$ cat config.mk
export PLATFORM = sky130hd
export DESIGN_NAME = seq_restoring_divider
export DESIGN_NICKNAME = d
export VERILOG_FILES = /design/src/rtl/seq_restoring_divider.sv
export SDC_FILE = /design/constraint.sdc
export NUM_CORES = 1
export LEC_CHECK = 0
export BUFFER_PORTS_ARGS = -buffer_cell sky130_fd_sc_hd__buf_2
export CELL_PAD_IN_SITES_DETAIL_PLACEMENT = 1
export CELL_PAD_IN_SITES_GLOBAL_PLACEMENT = 1
export CORE_ASPECT_RATIO = 1.25
export CORE_MARGIN = 2
export CORE_UTILIZATION = 39
export CTS_BUF_LIST = sky130_fd_sc_hd__clkbuf_16
export DETAILED_ROUTE_END_ITERATION = 8
export PLACE_DENSITY_LB_ADDON = 0.1
export SLEW_MARGIN = 20
export SYNTH_ARGS = -nofsm -noshare
export SYNTH_HDL_FRONTEND = slang
export SYNTH_SLANG_ARGS = --single-unit
$ cat constraint.sdc
create_clock -name clk -period 3.2 [get_ports clk]
set_clock_uncertainty 0.05 [all_clocks]
set_input_delay 0.64 -clock clk [delete_from_list [all_inputs] [get_ports clk]]
set_output_delay 0.64 -clock clk [all_outputs]
set_load 0.05 [all_outputs]
$ cat src/rtl/seq_restoring_divider.sv
// Purpose: multi-cycle restoring divider, one quotient bit per clock (shift-and-subtract).
// Latency: done pulses WIDTH edges after the accepting start edge; divide-by-zero answers on the accepting edge.
// Backpressure: none; start is ignored while busy, results hold until the next accepted start.
// Optional: define SIGNED_DIV_EN for two's-complement operands (magnitude core plus sign fix-up).
module seq_restoring_divider #(
  parameter int WIDTH = 16
) (
  input  logic             clk,
  input  logic             rst,
  input  logic             start,
  input  logic [WIDTH-1:0] dividend,
  input  logic [WIDTH-1:0] divisor,
  output logic             busy,
  output logic             done,
  output logic [WIDTH-1:0] quotient,
  output logic [WIDTH-1:0] remainder,
  output logic             div_by_zero
);

  localparam int CW = $clog2(WIDTH);

  typedef enum logic [1:0] {
    IDLE   = 2'd0,
    RUN    = 2'd1,
    FINISH = 2'd2
  } state_t;

  state_t           state;
  logic [WIDTH:0]   part_q;   // partial remainder, always < divisor between steps
  logic [WIDTH-1:0] quo_q;    // dividend bits shift out the top, quotient bits shift in the bottom
  logic [WIDTH-1:0] dsr_q;
  logic [CW-1:0]    cnt_q;

  logic [WIDTH-1:0] a_mag;
  logic [WIDTH-1:0] b_mag;
  logic [WIDTH+1:0] shifted;
  logic [WIDTH+1:0] trial;
  logic             trial_ok;
  logic [WIDTH:0]   next_part;
  logic [WIDTH-1:0] next_quo;
  logic [WIDTH-1:0] fin_quo;
  logic [WIDTH-1:0] fin_rem;

  // One restoring step: the shifted partial never exceeds WIDTH+1 bits, so the extra top bit is a clean borrow flag.
  assign shifted   = {part_q, quo_q[WIDTH-1]};
  assign trial     = shifted - {2'b00, dsr_q};
  assign trial_ok  = ~trial[WIDTH+1];
  assign next_part = trial_ok ? trial[WIDTH:0] : shifted[WIDTH:0];
  assign next_quo  = {quo_q[WIDTH-2:0], trial_ok};

`ifdef SIGNED_DIV_EN
  logic quo_neg_q;
  logic rem_neg_q;

  // Core works on magnitudes; most-negative stays as its own unsigned magnitude, which also covers min / -1.
  assign a_mag   = dividend[WIDTH-1] ? (~dividend + 1'b1) : dividend;
  assign b_mag   = divisor[WIDTH-1]  ? (~divisor + 1'b1)  : divisor;
  assign fin_quo = quo_neg_q ? (~next_quo + 1'b1) : next_quo;
  assign fin_rem = rem_neg_q ? (~next_part[WIDTH-1:0] + 1'b1) : next_part[WIDTH-1:0];

  // Sign bookkeeping captured alongside the operands.
  always_ff @(posedge clk or posedge rst) begin
    if (rst) begin
      quo_neg_q <= 1'b0;
      rem_neg_q <= 1'b0;
    end else if (start && (state != RUN)) begin
      quo_neg_q <= dividend[WIDTH-1] ^ divisor[WIDTH-1];
      rem_neg_q <= dividend[WIDTH-1];
    end
  end
`else
  assign a_mag   = dividend;
  assign b_mag   = divisor;
  assign fin_quo = next_quo;
  assign fin_rem = next_part[WIDTH-1:0];
`endif

  // Control FSM with registered handshake and result outputs.
  always_ff @(posedge clk or posedge rst) begin
    if (rst) begin
      state       <= IDLE;
      busy        <= 1'b0;
      done        <= 1'b0;
      quotient    <= '0;
      remainder   <= '0;
      div_by_zero <= 1'b0;
      part_q      <= '0;
      quo_q       <= '0;
      dsr_q       <= '0;
      cnt_q       <= '0;
    end else begin
      case (state)
        IDLE, FINISH: begin
          done <= 1'b0;
          if (start) begin
            if (divisor == '0) begin
              // Answered immediately; no iteration, busy never rises.
              quotient    <= '1;
              remainder   <= dividend;
              div_by_zero <= 1'b1;
              done        <= 1'b1;
              state       <= FINISH;
            end else begin
              div_by_zero <= 1'b0;
              part_q      <= '0;
              quo_q       <= a_mag;
              dsr_q       <= b_mag;
              cnt_q       <= CW'(WIDTH - 1);
              busy        <= 1'b1;
              state       <= RUN;
            end
          end else begin
            state <= IDLE;
          end
        end
        RUN: begin
          part_q <= next_part;
          quo_q  <= next_quo;
          cnt_q  <= cnt_q - 1'b1;
          if (cnt_q == '0) begin
            quotient  <= fin_quo;
            remainder <= fin_rem;
            done      <= 1'b1;
            busy      <= 1'b0;
            state     <= FINISH;
          end
        end
        default: begin
          state <= IDLE;
          busy  <= 1'b0;
          done  <= 1'b0;
        end
      endcase
    end
  end

endmodule
==> results of run 1 <==
-- cells in the final DEF, fill, tap and decap left out, types with 9 or more instances in the layout --
master     instances
a21oi_1           21
a31oi_1           17
nand2_1           90
buf_2             69
ha_1              17
clkbuf_16          9
o21ai_0           53
inv_1             21
o22ai_1           10
buf_4             17
dfrtp_1           89
xor2_1             9
a21o_1             9
nor2_1            51
mux2i_1           19
-- final timing paths --
path | endpoint | slack, ps | cells past startpoint | startpoint
worst min-delay path | quotient[2] | 230 | 2 | rst
worst max-delay path | part_q[14] | 320 | 11 | quo_q[15]
worst min register to register | div_by_zero | 440 | 1 | div_by_zero
max in group asynchronous | quo_q[15] | 2150 | 3 | rst
min in group clk | div_by_zero | 440 | 1 | div_by_zero
worst max register to register | part_q[14] | 320 | 11 | quo_q[15]
-- worst register-to-register path, delay by kind of cell (launching register included) --
family	cells	cell delay [ps]
buf+inv	2	130
flops	1	360
simple gates	1	80
fa+ha+maj	2	580
xor+xnor	1	240
compound gates	5	1310
-- sequential cells by signal, summed over array words and instances, names as in the netlist --
name / flops
quo_q: 16
quotient: 16
remainder: 16
state: 2
busy: 1
dsr_q: 16
cnt_q: 4
part_q: 17
div_by_zero: 1
-- stage by stage --
| step | cell area [um2] | worst slack, ps | std cells |
|---|---|---|---|
| final | 5760 | 324 | 774 |
| after global routing | 5760 | 81.0 | 774 |
| after CTS | 5760 | 356 | 774 |
| after detailed placement | 5440 | 378 | 758 |
| after global placement | 5440 | 418 | 758 |
| after floorplan | 4840 | 203 | 537 |
-- synthesized netlist by cell type, types with 9 or more instances --
cell type and instances:
a31oi_1 17, nand2_1 90, ha_1 17, o21ai_0 53, xor2_1 9, inv_1 22
a21oi_1 21, mux2i_1 19, nor2_1 53, dfrtp_1 89, clkbuf_1 24, a21o_1 9
o22ai_1 10
-- cells by family after synthesis --
group / count (synthesis) / synth area share, %
AO/OA/AOI/OAI: 150 / 19.8
XOR/XNOR: 16 / 2.90
adder cells (fa/ha/maj): 18 / 4.81
buffers and inverters: 53 / 4.50
flip-flops: 89 / 46.0
multiplexers: 22 / 4.63
AND/OR/NAND/NOR: 189 / 17.3
-- layout make-up --
| class | instances | area, um2 |
|---|---|---|
| clock buffers | 9 | 225 |
| clock inverters | 7 | 92.6 |
| fillers | 1446 | 6350 |
| inverters | 22 | 83.8 |
| multi-input cells | 395 | 2410 |
| flip-flops and latches | 89 | 2230 |
| well taps | 164 | 205 |
| repair buffers | 88 | 513 |
-- metal layers --
layer	up-vias	share of wire, %	global-route usage [%]
li1	2038	-	-
met1	2057	46	28.1
met2	68	50	39.3
met3	9	3.1	4.26
met4	0	0.82	5.17
met5	-	0	0
==> flow_summary.yaml, run 1 <==
timing:
  fin_crit_ps: 2880
  worst_slew_pin_slew_ps: 670
  rsz0062_at_grt: "no"
  setup_viol: 0
  finalHoldViolCount: 0
  fin_setup_tns_ps: 0
  period_share_pct: 89.9
  drv_slew: 0
  slew_headroom_pct: 55.3
  fmaxAchievable_mhz: 348
  holdWs_ps: 226
placed_design:
  io_buffers: 69
  place_congestion: 0.883
  dp_hpwl_um: 10200
critical_path:
  cp.arrival_ps: 3060
  critical-path-top-delay-family: "compound AO/OA/AOI/OAI gates"
  cp_slowest_cell: "fa_1"
  crit_buf_inv: 2
  worstSetupPathType: "flip-flop to flip-flop"
  worst_path_largest_cell_delay_ps: 420
  cp_common_cell: "inv_1"
  crit_path_max_fanout: 3
  crit_required_ps: 3380
  cp-end-kind: "flip-flop"
  path_cells: "inv_1 > ha_1 > inv_1 > fa_1 > a211oi_1 > o211ai_1 > a41oi_1 > a21oi_1 > xnor2_1 > nor3_1 > a221o_1"
  cp-start-kind: "flip-flop"
job:
  drv_cap: 0
drt:
  viasPerCell: 5.39
  antenna_left: 0
  wl_per_cell_um: 17.9
  drc: 0
  via_count: 4172
  wl_um: 13900
  dr.first_iter.drc_count: 168
  first_pass_iters: 4
yosys:
  ys_types: 55
  ys_seq_area_share_pct: 46.0
  netlist_instances: 537
  synth_edf_count: 0
  postSynth.asyncResetShare_pct: 100
  synth_top_area_share_pct: 46.0
  ys.flop_type: "dfrtp_1"
  syn_area_mm2: 0.00484
  syn_avg_cell_area_um2: 9.01
  synth_nets: 590
  yosysWarnings: 0
  synth_top_area_cell: "dfrtp_1"
  ys_ff_latch: 89
  synthTopCellsByArea: "dfrtp_1 (46%), nand2_1 (7.0%), o21ai_0 (5.5%)"
floorplanning:
  start_util_pct: 40.0
  dieHeight_um: 129
  coreArea_mm2: 0.0121
  die_width_um: 104
  pin_count: 70
  dieArea_mm2: 0.0133
  rows: 45
cts:
  numCtsBuffers: 9
  cts_setup_buffers: 0
  hold_buffers: 0
  cts_tree: "done"
  htreeDepth: 3
  clock_latency_ps: 350
  cts_root_buf: "clkbuf_16"
  cts.clk_slew.worst_paths_ps: 70
  clock_sinks: 89
  cts_buffer_depth: 2
  cts_resized: 0
final_layout:
  diodes: 0
  syn_to_final_growth_pct: 19.1
  nets: 658
  layout-drive-gt1-share_pct: 19.7
  final_util_pct: 47.6
global_route:
  grt_max_degree: 51
  antenna_found_initial: 0
  overflow: 0
  grt_pass1_wl_um: 23400
  grtUsageTotal_pct: 22.1
  grt_pass1_vias: 4401
status:
  status: "finished, final reports clean"
hold_path:
  hp-class: "input pin to async pin"
Power of run 1 is left out: the tool's default activity adds up to more than one toggle a clock period on the data nets, which glitch-free logic cannot reach.
==> inputs of run 2 (changes only) <==
Clock period 3.2 ns to 2.6 ns, I/O delays scaled along.
==> run 2 against run 1 <==
Against the previous run:
- global-route usage up 2.2 points
- critical path type unchanged
- critical path depth down 1
- the flow now finishes with violations (negative setup slack)
- critical endpoint is now remainder[6]
- wire length up 15%
- setup slack worse by 450 ps
==> flow_summary.yaml, run 2 (synthesis gave the netlist of run 1 again) <==
critical_path:
  worstSetupPathType: "flip-flop to flip-flop"
  reg2reg_slack_ps: -130
  r2r_start: "part_q[13]"
  cp-end-kind: "flip-flop"
  cp_slowest_cell: "nor3_4"
  cp-start-kind: "flip-flop"
  crit_buf_inv: 2
  rr_worst_depth: 10
  path_cells: "ha_4 > a21o_1 > a211o_1 > nand2_2 > o211ai_4 > nor3_4 > buf_6 > mux2i_1 > buf_4 > o22ai_2"
  worst_path_largest_cell_delay_ps: 450
  reg2reg_to: "remainder[6]"
  crit_required_ps: 2770
  cp.arrival_ps: 2900
  critical-path-top-delay-family: "compound AO/OA/AOI/OAI gates"
  crit_path_max_fanout: 7
global_route:
  grt_max_degree: 39
  grt_pass1_wl_um: 25600
  antenna_found_initial: 0
  overflow: 0
  grt_pass1_vias: 4902
  grtUsageTotal_pct: 24.4
drt:
  wl_per_cell_um: 18.7
  first_pass_iters: 6
  dr.first_iter.drc_count: 211
  antenna_left: 0
  wl_um: 15900
  via_count: 4564
  viasPerCell: 5.38
  drc: 0
cts:
  htreeDepth: 3
  clock_sinks: 89
  hold_buffers: 0
  numCtsBuffers: 9
  cts_buffer_depth: 2
  clock_latency_ps: 340
  cts_root_buf: "clkbuf_16"
  cts_tree: "done"
  cts.clk_slew.worst_paths_ps: 70
floorplanning:
  dieHeight_um: 129
  die_width_um: 104
  rows: 45
  coreArea_mm2: 0.0121
  start_util_pct: 40.0
  dieArea_mm2: 0.0133
  pin_count: 70
placed_design:
  place_congestion: 0.833
  dp_hpwl_um: 11200
  io_buffers: 69
status:
  status: "finished, violations left"
  violations: "negative setup slack"
timing:
  setup_ws_ps: -131
  drv_slew: 0
  rsz0062_at_grt: "yes"
  fmaxAchievable_mhz: 366
  fin_crit_ps: 2730
  worst_slew_pin_slew_ps: 646
  period_share_pct: 105
  fin_setup_tns_ps: -270
  setup_viol: 4
  slew_headroom_pct: 56.9
  finalHoldViolCount: 0
hold_path:
  hp-class: "input pin to async pin"
final_layout:
  nets: 732
  regMostFlops: "part_q"
  final_common_cell: "dfrtp_1"
  layout-drive-gt1-share_pct: 37.7
  syn_to_final_growth_pct: 40.9
  diodes: 0
  nFillCells: 1372
  final_util_pct: 56.3
  register_area_mm2: 0.00223
  final_cell_mix: "dfrtp_1 (89), nand2_1 (80), buf_4 (78)"
  multi_input_area_mm2: 0.00287
  largest_reg_flops: 17
job:
  drv_cap: 0
[run 2: metrics by stage]
stage	std cells	worst slack, ps	instance area (um2)	hold WS [ps]
3_3_place_gp	812	-135	5860	415
4_1_cts	837	-20.1	6450	219
6_report	848	-131	6820	206
2_1_floorplan	537	2.78	4840	400
3_5_place_dp	812	-199	5860	433
5_1_grt	848	-214	6820	251
[run 2: final cells by class]
type,instances,area share [%]
multi-input cells,396,42.1
repair buffers,161,16.6
flip-flops and latches,89,32.7
well taps,164,3.01
clock buffers,9,3.30
inverters,22,1.27
clock inverters,7,1.03
[run 2: worst max path at each step]
stage               slack [ps]            end  startpoint  cells past startpoint
floorplan                    3   remainder[1]  part_q[13]                      9
global placement          -130  remainder[14]   part_q[7]                     10
detailed placement        -200  remainder[14]   part_q[7]                     10
CTS                        -20   remainder[6]  part_q[10]                     10
global route              -210      part_q[6]  part_q[13]                     10
finish                    -130   remainder[6]  part_q[13]                     10
[run 2: repair_timing]
action,in CTS,in global routing
cloned,1,0
setup endpoints to repair,34,34
resized for setup,46,55
pin swaps,15,48
setup buffers,8,11
[run 2: per-layer routing]
layer / part of all wire [%] / wire length, um / up-vias / GRT usage [%]
met5: 0 / 0 / - / 0
met4: 2.7 / 428 / 0 / 9.22
met3: 2.7 / 430 / 27 / 3.75
met2: 53 / 8410 / 83 / 44.6
met1: 42 / 6600 / 2266 / 29.0
li1: - / - / 2188 / -
Power of run 2 is left out for the same reason.
